--- src/rtl/regfile_sb.sv ---
// Flop-based register file with two combinational read ports, one write port
// and a per-entry busy scoreboard (set by producer issue, cleared by write).
module regfile_sb #(
   parameter int DW       = 32,
   parameter int AW       = 5,
   parameter int ZERO_REG = 1,
   parameter int BYPASS   = 1
) (
   input  logic          clk,
   input  logic          resetn,
   input  logic [AW-1:0] raddr1,
   output logic [DW-1:0] rdata1,
   output logic          rbusy1,
   input  logic [AW-1:0] raddr2,
   output logic [DW-1:0] rdata2,
   output logic          rbusy2,
   input  logic          we,
   input  logic [AW-1:0] waddr,
   input  logic [DW-1:0] wdata,
   input  logic          set_en,
   input  logic [AW-1:0] set_addr,
   output logic          busy_any
);

   localparam int DEPTH = 1 << AW;
   localparam bit ZR    = (ZERO_REG != 0);
   localparam bit BP    = (BYPASS != 0);

   logic [DW-1:0]    entry_data [DEPTH];
   logic [DEPTH-1:0] busy_q;
   logic [DEPTH-1:0] busy_d;
   logic             busy_any_q;
   logic             busy_any_d;
   logic             wr_drop;
   logic             wr_keep;

   assign wr_drop = ZR && (waddr == '0);
   assign wr_keep = we && !wr_drop;

   // Entry 0 is hardwired when ZERO_REG is set, so it never stores data or busy.
   for (genvar gi = 0; gi < DEPTH; gi++) begin : g_entry
      localparam logic [AW-1:0] IDX = AW'(gi);
      if (ZR && gi == 0) begin : g_zero
         assign entry_data[gi] = '0;
         assign busy_d[gi]     = 1'b0;
      end else begin : g_live
         logic [DW-1:0] data_q;
         logic [DW-1:0] data_d;
         logic          busy_nx;

         // Clear first, then set, so a same-entry set wins over the write's clear.
         always_comb begin
            data_d  = data_q;
            busy_nx = busy_q[gi];
            if (we && (waddr == IDX)) begin
               data_d  = wdata;
               busy_nx = 1'b0;
            end
            if (set_en && (set_addr == IDX)) begin
               busy_nx = 1'b1;
            end
         end

         always_ff @(posedge clk or negedge resetn) begin
            if (!resetn) begin
               data_q <= '0;
            end else begin
               data_q <= data_d;
            end
         end

         assign entry_data[gi] = data_q;
         assign busy_d[gi]     = busy_nx;
      end
   end

   assign busy_any_d = |busy_d;

   always_ff @(posedge clk or negedge resetn) begin
      if (!resetn) begin
         busy_q     <= '0;
         busy_any_q <= 1'b0;
      end else begin
         busy_q     <= busy_d;
         busy_any_q <= busy_any_d;
      end
   end

   logic [AW-1:0] rd_addr [2];
   logic [DW-1:0] rd_data [2];
   logic          rd_busy [2];

   assign rd_addr[0] = raddr1;
   assign rd_addr[1] = raddr2;

   // Outputs are forced quiet during reset so a bypassed write cannot leak out.
   for (genvar gi = 0; gi < 2; gi++) begin : g_rport
      logic          fwd_hit;
      logic [DW-1:0] data_c;
      logic          busy_c;

      assign fwd_hit = BP && we && (waddr == rd_addr[gi]);

      always_comb begin
         data_c = entry_data[rd_addr[gi]];
         busy_c = busy_q[rd_addr[gi]] && !fwd_hit;
         if (fwd_hit && wr_keep) begin
            data_c = wdata;
         end
         if (!resetn) begin
            data_c = '0;
            busy_c = 1'b0;
         end
      end

      assign rd_data[gi] = data_c;
      assign rd_busy[gi] = busy_c;
   end

   assign rdata1   = rd_data[0];
   assign rbusy1   = rd_busy[0];
   assign rdata2   = rd_data[1];
   assign rbusy2   = rd_busy[1];
   assign busy_any = busy_any_q;

endmodule

--- config.mk ---
export PLATFORM = sky130hd
export DESIGN_NAME = regfile_sb
export DESIGN_NICKNAME = d
export VERILOG_FILES = /design/src/rtl/regfile_sb.sv
export SDC_FILE = /design/constraint.sdc
export NUM_CORES = 2
export LEC_CHECK = 0
export BUFFER_PORTS_ARGS = -buffer_cell sky130_fd_sc_hd__buf_2
export CAP_MARGIN = 15
export CORE_ASPECT_RATIO = 0.7
export CORE_MARGIN = 5
export CORE_UTILIZATION = 40
export DETAILED_ROUTE_END_ITERATION = 10
export GPL_ROUTABILITY_DRIVEN = 0
export GPL_TIMING_DRIVEN = 0
export SYNTH_ARGS = -nofsm -noshare
export SYNTH_HDL_FRONTEND = slang
export SYNTH_SLANG_ARGS = --single-unit
--- constraint.sdc ---
create_clock -name clk -period 4.9 [get_ports clk]
set_input_delay 0.49 -clock clk [delete_from_list [all_inputs] [get_ports clk]]
set_output_delay 0.49 -clock clk [all_outputs]
set_load 0.05 [all_outputs]
==> flow_metrics.env <==
export IMPL_drt_pass1_iter_count=7
export IMPL_syn_avg_cell_area_um2=14.0
export IMPL_p_seq_share_pct=43.5
export IMPL_synth_edf_count=0
export IMPL_p_leak_nw=27.3
export IMPL_nets=4299
export IMPL_vias=40900
export IMPL_areaGrowthSynthToFinish_pct=12.7
export IMPL_routed_wirelength_mm=224
export IMPL_final_common_cell="mux2_2"
export IMPL_synth_largest_area_cell="dfrtp_1"
export IMPL_clk_latency_ns=0.76
export IMPL_ant_nets=0
export IMPL_cts_clk_slew_worst_paths_ns=0.06
export IMPL_grt_pass1_vias=40400
export IMPL_initial_core_util_pct=40.1
export IMPL_finalPower_mw=26.2
export IMPL_critPathTopFamily="buffers and inverters"
export IMPL_wl_per_cell_um=35.9
export IMPL_worst_path_stages=8
export IMPL_hold_violations=0
export IMPL_synth_nets=4063
export IMPL_worst_slew_pin_slew_ns=1.38
export IMPL_p_int_mw=18.5
export IMPL_ys_async_sr_fraction_pct=100
export IMPL_critPathMostFrequentCell="clkbuf_1"
export IMPL_vias_per_cell=6.57
export IMPL_drv_slew=0
export IMPL_layout_common_cells="mux2_2 (1217), dfrtp_1 (1024), mux4_2 (400)"
export IMPL_clockBufferDepth=3
export IMPL_status="finished with violations"
export IMPL_crit_path_start_kind="input pin"
export IMPL_path_cells="buf_2 > clkbuf_1 > clkbuf_1 > clkbuf_1 > nand2_1 > o211ai_1 > nand3_1 > buf_2"
export IMPL_die_area_mm2=0.148
export IMPL_cts_buffers=105
export IMPL_crit_type="input pin to output port"
export IMPL_rsz0062_at_grt="no"
export IMPL_swShare_pct=29.5
export IMPL_endpoint_kind="output port"
export IMPL_clkPwrFrac_pct=34.5
export IMPL_cp_arrival_ns=4.50
export IMPL_top_usage_layer="met1"
export IMPL_max_stage_delay_ns=1.01
export IMPL_violations="setup timing"
export IMPL_setup_viol=2
export IMPL_grt_start_max_net_pins=166
export IMPL_worst_slack_ns=-0.0872
export IMPL_synth_top_cells_by_area="dfrtp_1 (46%), mux2_2 (24%), mux4_2 (16%)"
export IMPL_port_buffers=114
export IMPL_max_freq_mhz=201
export IMPL_p_comb_share_pct=22.0
export IMPL_worstPathRequired_ns=4.41
export IMPL_std_cell_rows=115
export IMPL_fill_cells=12700
export IMPL_die_w_um=458
export IMPL_finalCriticalPeriod_ns=4.99
export IMPL_clock_skew_final_ns=0.00478
export IMPL_grt_pass1_wl_mm=314
export IMPL_grtUsageTotal_pct=29.7
export IMPL_cts_root_buf="clkbuf_16"
export IMPL_io_pins=123
export IMPL_synth_cell_types=56
export IMPL_ys_seq_area_share_pct=45.6
export IMPL_power_switching_mw=7.74
export IMPL_cts_tree="built"
export IMPL_synthFlopType="dfrtp_1"
export IMPL_synth_seq_cells=1024
export IMPL_netlist_area_mm2=0.0562
export IMPL_antenna_found_initial=19
export IMPL_post_route_util_pct=45.2
export IMPL_path_max_fanout=10
export IMPL_cpMaxStageDelayCell="clkbuf_1"
export IMPL_ir_worst_vdd_mv=0.302
export IMPL_ys_warn_count=0
export IMPL_use_met3_pct=10.5
export IMPL_htree_levels=3
export IMPL_min_period_over_period_pct=102
export IMPL_dp_hpwl_mm=159
export IMPL_min_path_cells=2
export IMPL_overflow=0
export IMPL_synth_top_cell_area_share_pct=45.6
export IMPL_grt_use_met2_pct=41.3
export IMPL_grt_use_met1_pct=42.8
export IMPL_drcViolationCount=0
export IMPL_drive_gt1_share_pct=50.3
export IMPL_power_density_mw_per_mm2=414
export IMPL_path_buf_inv=5
export IMPL_r2r_slack_ns=3.31
export IMPL_maxCapViolations=0
export IMPL_netlist_instances=4007
export IMPL_hp_class="input pin to flop"
export IMPL_r2r_cells=4
export IMPL_slew_limit_headroom_pct=7.71
export IMPL_coreArea_mm2=0.140
export IMPL_cts_sinks=1024
export IMPL_drt_iter0_markers=5247
export IMPL_die_h_um=324
## cell families (layout without fill, tap and decap cells)
| kind of cell | count (synthesis) | in the layout | share of synthesized area [%] |
|---|---|---|---|
| AND/OR/NAND/NOR | 375 | 375 | 3.43 |
| flip-flops | 1024 | 1024 | 45.6 |
| other | 0 | 14 | 0 |
| AO/OA/AOI/OAI | 469 | 469 | 5.54 |
| multiplexers | 1687 | 1687 | 41.6 |
| buffers and inverters | 442 | 769 | 3.66 |
| XOR/XNOR | 10 | 10 | 0.156 |
## cell type report
class | instances | area, um2 | area share, %
multi-input cells | 2541 | 28600 | 45.1
flip-flops and latches | 1024 | 25600 | 40.4
clock buffers | 148 | 3060 | 4.83
well taps | 1872 | 2340 | 3.70
plain buffers | 426 | 2020 | 3.19
repair buffers | 130 | 916 | 1.44
clock inverters | 50 | 758 | 1.20
inverters | 15 | 56.3 | 0.0888
diodes | 14 | 35.0 | 0.0553
## synthesized netlist by cell type, types with 3 or more instances
cell type	number
mux2_2	1217
dfrtp_1	1024
mux4_2	400
clkbuf_1	197
buf_2	177
nand2_1	133
a21oi_1	93
o21ai_0	93
nor2b_1	74
mux2i_1	70
o22ai_1	66
a221oi_1	63
buf_4	44
nor2_1	41
a22oi_1	36
nor3_1	34
a22o_1	32
nand3_1	30
o211ai_1	30
o31ai_1	30
inv_1	15
nand2b_1	9
nand4_1	9
nor2_2	8
buf_1	7
o2111ai_1	7
o21ai_1	7
xnor2_1	6
nor4_1	5
nand4b_1	4
xor2_1	4
and2_1	3
and4b_1	3
nand4bb_1	3
nor4bb_1	3
o221ai_1	3
or2_2	3
## metrics by stage
step | area [um2] | worst slack, ns | hold slack, ns | cells | setup TNS (ns)
after floorplan | 56200 | 1.80 | 0.194 | 4007 | 0
after global placement | 59100 | -19.81 | 0.500 | 5993 | -
after detailed placement | 59400 | -0.611 | 0.489 | 6004 | -10.67
after CTS | 63300 | 0.0154 | 0.0499 | 6203 | 0
after global routing | 63400 | 0.0624 | 0.0791 | 6212 | 0
final | 63400 | -0.0872 | 0.0844 | 6220 | -0.0889
## power by group through the flow
stage / Clock (mW) / Combinational (mW) / Sequential, mW
detailed placement: 0 / 5.69 / 11.5
global route: 9.39 / 6.12 / 11.6
CTS: 9.07 / 5.72 / 11.3
global placement: 0 / 5.54 / 11.4
finish: 9.04 / 5.78 / 11.4
floorplan: 0 / 4.26 / 11.0
## sequential cells by signal, summed over array words and instances, names as in the netlist
register	count
busy_any	1
g_entry.g_live.data_q	992
busy_q	31
## metal layers
metal / vias up / wire length (um)
li1: 15900 / -
met1: 21900 / 94900
met2: 2652 / 92300
met3: 464 / 27300
met4: 8 / 8840
met5: - / 207
## path summary, 6_finish.rpt
check / startpoint / endpoint
setup / recovery: raddr2[3] / rdata2[9]
hold / removal: wdata[7] / g_entry[30].g_live.data_q[7]
setup reg to reg: busy_q[23] / busy_any
hold reg to reg: g_entry[14].g_live.data_q[28] / g_entry[14].g_live.data_q[28]
max in group asynchronous: resetn / g_entry[22].g_live.data_q[3]
min in group asynchronous: resetn / g_entry[6].g_live.data_q[15]
## repair_timing
item,4_1_cts,5_1_grt
resized for setup,11,3
endpoints found under the hold margin,96,0
gates cloned,0,1
endpoints found under the setup margin,35,8
setup buffers,0,0
hold buffers,2,0
(Power assumes the default switching activity.)
